File: src/rtl/alupipe_chk_delay.sv
`default_nettype none
// ============================================================================
// Module      : alupipe_chk_delay
// Description : LATENCY-deep shift register of {valid, exp, mask, idx} that
//               aligns issued expectations with the ALU result bus.
// Revision    : 1.0 - initial release
// ============================================================================
module alupipe_chk_delay #(
  parameter int LATENCY = 2,
  parameter int W       = 32,
  parameter int IDX_W   = 16
) (
  input  logic             clk,
  input  logic             rst_n,
  input  logic             clr,
  input  logic             in_valid,
  input  logic [W-1:0]     in_exp,
  input  logic [W-1:0]     in_mask,
  input  logic [IDX_W-1:0] in_idx,
  output logic             out_valid,
  output logic [W-1:0]     out_exp,
  output logic [W-1:0]     out_mask,
  output logic [IDX_W-1:0] out_idx
);

  logic [LATENCY-1:0]            r_valid;
  logic [LATENCY-1:0][W-1:0]     r_exp;
  logic [LATENCY-1:0][W-1:0]     r_mask;
  logic [LATENCY-1:0][IDX_W-1:0] r_idx;

  // Only the valid bits need clearing; stale payload is never observed.
  always_ff @(posedge clk or negedge rst_n) begin
    if (!rst_n) begin
      r_valid <= '0;
      r_exp   <= '0;
      r_mask  <= '0;
      r_idx   <= '0;
    end else begin
      r_valid[0] <= in_valid & ~clr;
      r_exp[0]   <= in_exp;
      r_mask[0]  <= in_mask;
      r_idx[0]   <= in_idx;
      for (int i = 1; i < LATENCY; i++) begin
        r_valid[i] <= r_valid[i-1] & ~clr;
        r_exp[i]   <= r_exp[i-1];
        r_mask[i]  <= r_mask[i-1];
        r_idx[i]   <= r_idx[i-1];
      end
    end
  end

  assign out_valid = r_valid[LATENCY-1];
  assign out_exp   = r_exp[LATENCY-1];
  assign out_mask  = r_mask[LATENCY-1];
  assign out_idx   = r_idx[LATENCY-1];

endmodule
`default_nettype wire

File: config.mk
export PLATFORM = sky130hd
export DESIGN_NAME = alupipe_chk_delay
export DESIGN_NICKNAME = d
export VERILOG_FILES = /design/src/rtl/alupipe_chk_delay.sv
export SDC_FILE = /design/constraint.sdc
export NUM_CORES = 1
export LEC_CHECK = 0
export CORE_MARGIN = 1.5
export CORE_UTILIZATION = 42
export DETAILED_ROUTE_END_ITERATION = 10
export HOLD_SLACK_MARGIN = 0.03
export PLACE_DENSITY = 0.82
export RECOVER_POWER = 25
export SLEW_MARGIN = 5
export SYNTH_ARGS = -nofsm -noshare
export SYNTH_HDL_FRONTEND = slang
export SYNTH_SLANG_ARGS = --single-unit
File: constraint.sdc
create_clock -name clk -period 0.84 [get_ports clk]
set_clock_uncertainty 0.1 [all_clocks]
set_input_delay 0.126 -clock clk [delete_from_list [all_inputs] [get_ports clk]]
set_output_delay 0.126 -clock clk [all_outputs]
set_load 0.01 [all_outputs]
# After elaboration in Yosys (flattened, before gate mapping)
# Index checks and enable logic that the tools add are counted.
word_totals:
  ff_bits: 162
  latch_bits: 0
  ramBits: 0
  rom_bits: 0
  out_inout_bits: 81
  word_cells: 10
  memories: 0
op_classes:
  n_addsub: 0
  multipliers: 0
  div_mod_pow: 0
  n_lt_le_gt_ge: 0
  n_eq_ne: 0
  shifts: 0
  mux: 0
  n_bitwise: 3
  n_reduce_logical: 0
op_table:
  columns: ["cell", "count"]
  rows:
  - ["$and 1x1->1", 2]
  - ["$not 1->1", 1]

# Longest topological paths before layout
depth:
  word_depth: 2
  mapped_depth: 1
  mapped_depth_nobuf: 1

# Worst setup path after synthesis
# No wires, ideal clock.
synth_path:
  path_type: "reg2out"
  start: "reg r_exp (netlist bit out_exp[0])"
  end: "out out_exp[0]"
  arrival_ns: 0.467
  t_required_ns: 0.614
  slack_ns: 0.147
  stages_incl_launch_ff: 2
  n_path_buf: 1
  cell_sequence: "dfrtp_1 buf_4"
synth_rtl:
  columns: ["item", "line_no", "rtl"]
  rows:
  - ["start: declaration", "27", "logic [LATENCY-1:0][W-1:0] r_exp;"]
  - ["start signal: indexed assignment", "45", "r_exp[i] <= r_exp[i-1];"]
  - ["end: declaration", "21", "output logic [W-1:0] out_exp,"]
# No word-level cell between the ends.

# Worst setup path after layout
layout_path:
  start: "reg r_exp (netlist bit out_exp[16])"
  end: "out out_exp[16]"
# No word-level cell between the ends.

==> implementation parameters <==
Parameter                              Value

Outcome
  Run status ... finished, violations left
  Violations in the final reports ... setup timing

Synthesis
  Synth Area per Inst ... between 15 and 20 µm²
  Share of Yosys cell area claimed by the top area cell type ... 0.869
  Most frequent cell after synthesis ... sky130_fd_sc_hd__dfrtp_1
  Number of warnings reported in the yosys synthesis log ... 0
  Synthesized Nets ... 328
  Synthesized instance count ... around 240
  Adder and majority gate portion of the synthesized area ... 0
  Post-synthesis instance area ... 0.00467 mm²
  Biggest area contributors in the synthesized netlist ... sky130_fd_sc_hd__dfrtp_1, sky130_fd_sc_hd__buf_4, sky130_fd_sc_hd__nor2b_1
  Most used flip-flop cell after synthesis ... sky130_fd_sc_hd__dfrtp_1
  Number of enable-type register cells in the synthesized netlist ... 0
  Number of storage elements in the synthesis netlist ... 162
  Commonest cells post-synth ... sky130_fd_sc_hd__dfrtp_1, sky130_fd_sc_hd__buf_4, sky130_fd_sc_hd__nor2b_1
  Complex-gate fraction of the synthesized area ... 0
  Sequential fraction of the synthesis area ... 0.869
  XOR/XNOR Fraction of Synth Area ... 0
  Largest family of logic cells by synthesized area ... buffers and inverters
  Mux share of post-synthesis cell area ... 0
  Asr flop ratio synth ... 1.00
  Number of library cell types mapped by synthesis ... 3
  Post-synthesis cell type with the largest combined area ... sky130_fd_sc_hd__dfrtp_1
  Area fraction in and, or, nand and nor cells after synthesis ... 0.00268

Finish
  Multi-input gate area ... around 13 µm²
  Layout area overhead ... 53.9%
  Fin util ... 0.662
  Layout net count ... 520
  Diode count ... 0
  Filler instances ... slightly above 700
  Storage cell area ... between 0.004 and 0.005 mm²
  Fraction of layout cells with a size suffix above 1 ... 0.267

Pwr
  Part of the power in the clock network ... 0.439
  Internal power contribution ... 13.8 mW
  Sequential cell fraction of total power ... 0.485
  Net switching share of the total power ... 0.197
  Power per standard cell area ... 2390 mW/mm²
  Cell leakage power ... 3.29 nW
  Worst supply voltage drop on vdd ... between 1000 and 1500 µV
  Power share of the combinational group ... 0.076
  Switching pwr ... between 3 and 4 mW

Die
  Ports placed on the boundary ... 165
  Placeable core region ... roughly 0.011 mm²
  Die span in x ... 108 µm
  Floorplan die area ... about 0.012 mm²
  Number of rows in the core area ... 38
  Die height ... around 110 µm
  Initial Utilization ... 0.431

Worst hold path
  Class of the most critical hold timing path ... in -> reg
  Endpoint, Worst Hold ... r_valid[0]$_DFF_PN0_
  Launch point of the worst hold path ... clr
  Cells on Worst Hold Path ... 2

Clocking
  Number of buffers added to fix hold violations after cts ... slightly above 80
  Insertion delay of the later-clocked pin in the worst-skew pair ... between 500 and 600 ps
  Number of clock buffers inserted by TritonCTS ... 17
  Clk pin slew, worst setup/hold paths ... 60 ps
  Maximum level of the CTS H-tree ... 4
  Total clock sinks ... roughly 160
  Root buffer cell ... sky130_fd_sc_hd__clkbuf_8
  Max clock buf depth ... 2
  Number of setup buffers added after CTS ... 0
  CTS tree ... done

Global routing
  Via count of the first global-routing pass ... between 2k and 3k
  Pin count of the biggest net entering global routing ... 34
  First-pass GRT wire length ... between 10000 and 15000 µm
  Total gr overflow ... 0
  Initial antenna violation count ... 0
  Overall routing resource usage ... 0.163

Routing
  Pre-antenna DRT Iters ... 3
  Via count ... approximately 2.4k
  Final routed DRC violation total ... 0
  Wire length reported by the detailed router ... 8680 µm
  Via/cell ratio ... around 4
  Detailed-route wire length per cell ... approximately 15 µm
  Number of design-rule violations left by the first detailed-router iteration ... just under 50
  Antenna violation net count after detailed routing ... 0

Timing
  Ratio of final minimum period to clock period ... 1.49
  Smallest setup slack after layout ... -416 ps
  Final Hold Viols ... 0
  Number of max-slew violations in the final report ... 0
  Final worst path period need ... 1260 ps
  TNS Setup ... -36060 ps
  Setup repair after global routing missed its margin ... true
  Relative max-transition margin ... 0.574
  Number of endpoints failing setup at the final stage ... approximately 230
  Worst Max-Slew Pin Slew ... around 640 ps
  Peak Freq ... roughly 800 MHz

Setup path
  Worst path buffer plus inverter count ... 1
  Setup slack on the worst flop-to-flop path ... roughly 160 ps
  Delay of the slowest critical-path stage ... between 300 and 400 ps
  Cells traversed along the worst timing path ... buf_2
  Largest delay share family, worst path ... flip-flops
  Critical path capture point type ... output port
  Arrival time of data at the critical path endpoint ... 1030 ps
  Highest net fanout along the worst path ... 1
  R2R Path Start ... r_valid[0]$_DFF_PN0_
  Worst reg2reg endpoint ... r_valid[1]$_DFF_PN0_
  Max stage delay cell, worst path ... sky130_fd_sc_hd__dfrtp_1
  Depth of the most critical reg-to-reg path ... 1
  CP Class ... reg -> out
  Sort of element at the start of the critical path ... flip-flop
  Required time reported for the critical path endpoint ... 610 ps

Flow run
  Reported max-cap violation count ... 0

Placed design
  Post-DP HPWL ... approximately 5600 µm
  RePlAce Congestion ... ~0.67
  IO Port Bufs ... 164
==> kinds of logic (layout without fill, tap and decap cells) <==
| group | after synthesis | after routing |
|---|---|---|
| buf+inv | 80 | 285 |
| flops | 162 | 162 |
| simple gates | 2 | 2 |
==> layer usage <==
layer / global-route usage / up-vias / share of wire / wire [µm]
met5: 0 / - / 0 / 0
met2: 0.282 / 106 / 0.57 / 4960
li1: - / 1053 / - / -
met4: 0.0855 / 0 / 0.017 / 146
met1: 0.172 / 1176 / 0.34 / 2990
met3: 0.0627 / 17 / 0.067 / 586
==> layout by cell type (no fill, tap or decap), types with 4 or more instances in the layout <==
cell	instances
sky130_fd_sc_hd__dfrtp_1	162
sky130_fd_sc_hd__dlygate4sd3_1	82
sky130_fd_sc_hd__clkdlybuf4s50_1	80
sky130_fd_sc_hd__buf_2	51
sky130_fd_sc_hd__buf_6	31
sky130_fd_sc_hd__clkbuf_16	16
sky130_fd_sc_hd__buf_4	5
sky130_fd_sc_hd__clkbuf_8	4
sky130_fd_sc_hd__buf_12	4
==> state kept, by name (all words and copies together) (netlist names) <==
name / count
r_idx: 16
out_idx: 16
r_exp: 32
out_exp: 32
out_mask: 32
r_valid: 2
r_mask: 32
==> power groups by stage <==
stage	Combinational (mW)	Sequential (mW)	Clock, mW
global placement	1.11	8.44	0
global route	1.42	8.36	8.17
detailed placement	1.14	8.46	0
floorplan	0.391	8.41	0
finish	1.31	8.33	7.54
CTS	1.28	8.32	7.75
==> per-stage QoR <==
step | setup slack, ps | total power, mW | area (µm²) | hold slack, ps | instances
3_5_place_dp | -263 | 9.59 | 6000 | -86.0 | 477
2_1_floorplan | 147 | 8.80 | 4670 | -270 | 244
3_3_place_gp | -259 | 9.54 | 6000 | -87.4 | 477
5_1_grt | -471 | 17.9 | 7180 | 67.1 | 589
6_report | -416 | 17.2 | 7180 | 85.7 | 589
4_1_cts | -458 | 17.3 | 7070 | -79.5 | 590
==> what timing repair did <==
| item | CTS | global route |
|---|---|---|
| cloned | 0 | 0 |
| resized for setup | 335 | 20 |
| endpoints found under the setup margin | 81 | 82 |
| endpoints found under the hold margin | 243 | 14 |
==> cell type report <==
class,instances,area share
Clock buffer,23,0.0650
Clock inverter,9,0.0179
Multi-Input combinational cell,2,0.00174
Sequential cell,162,0.565
Tap cell,140,0.0244
Timing Repair Buffer,253,0.326
==> worst max path at each step <==
| stage | from | end | slack (ps) | depth (start not counted) |
|---|---|---|---|---|
| global placement | out_exp[7]$_DFF_PN0_ | out_exp[7] | -260 | 1 |
| CTS | out_exp[16]$_DFF_PN0_ | out_exp[16] | -460 | 1 |
| detailed placement | out_idx[3]$_DFF_PN0_ | out_idx[3] | -260 | 1 |
| finish | out_exp[16]$_DFF_PN0_ | out_exp[16] | -420 | 1 |
| floorplan | out_exp[0]$_DFF_PN0_ | out_exp[0] | 150 | 1 |
| global route | out_mask[2]$_DFF_PN0_ | out_mask[2] | -470 | 1 |
No activity file was read; power rests on OpenSTA's default activity.
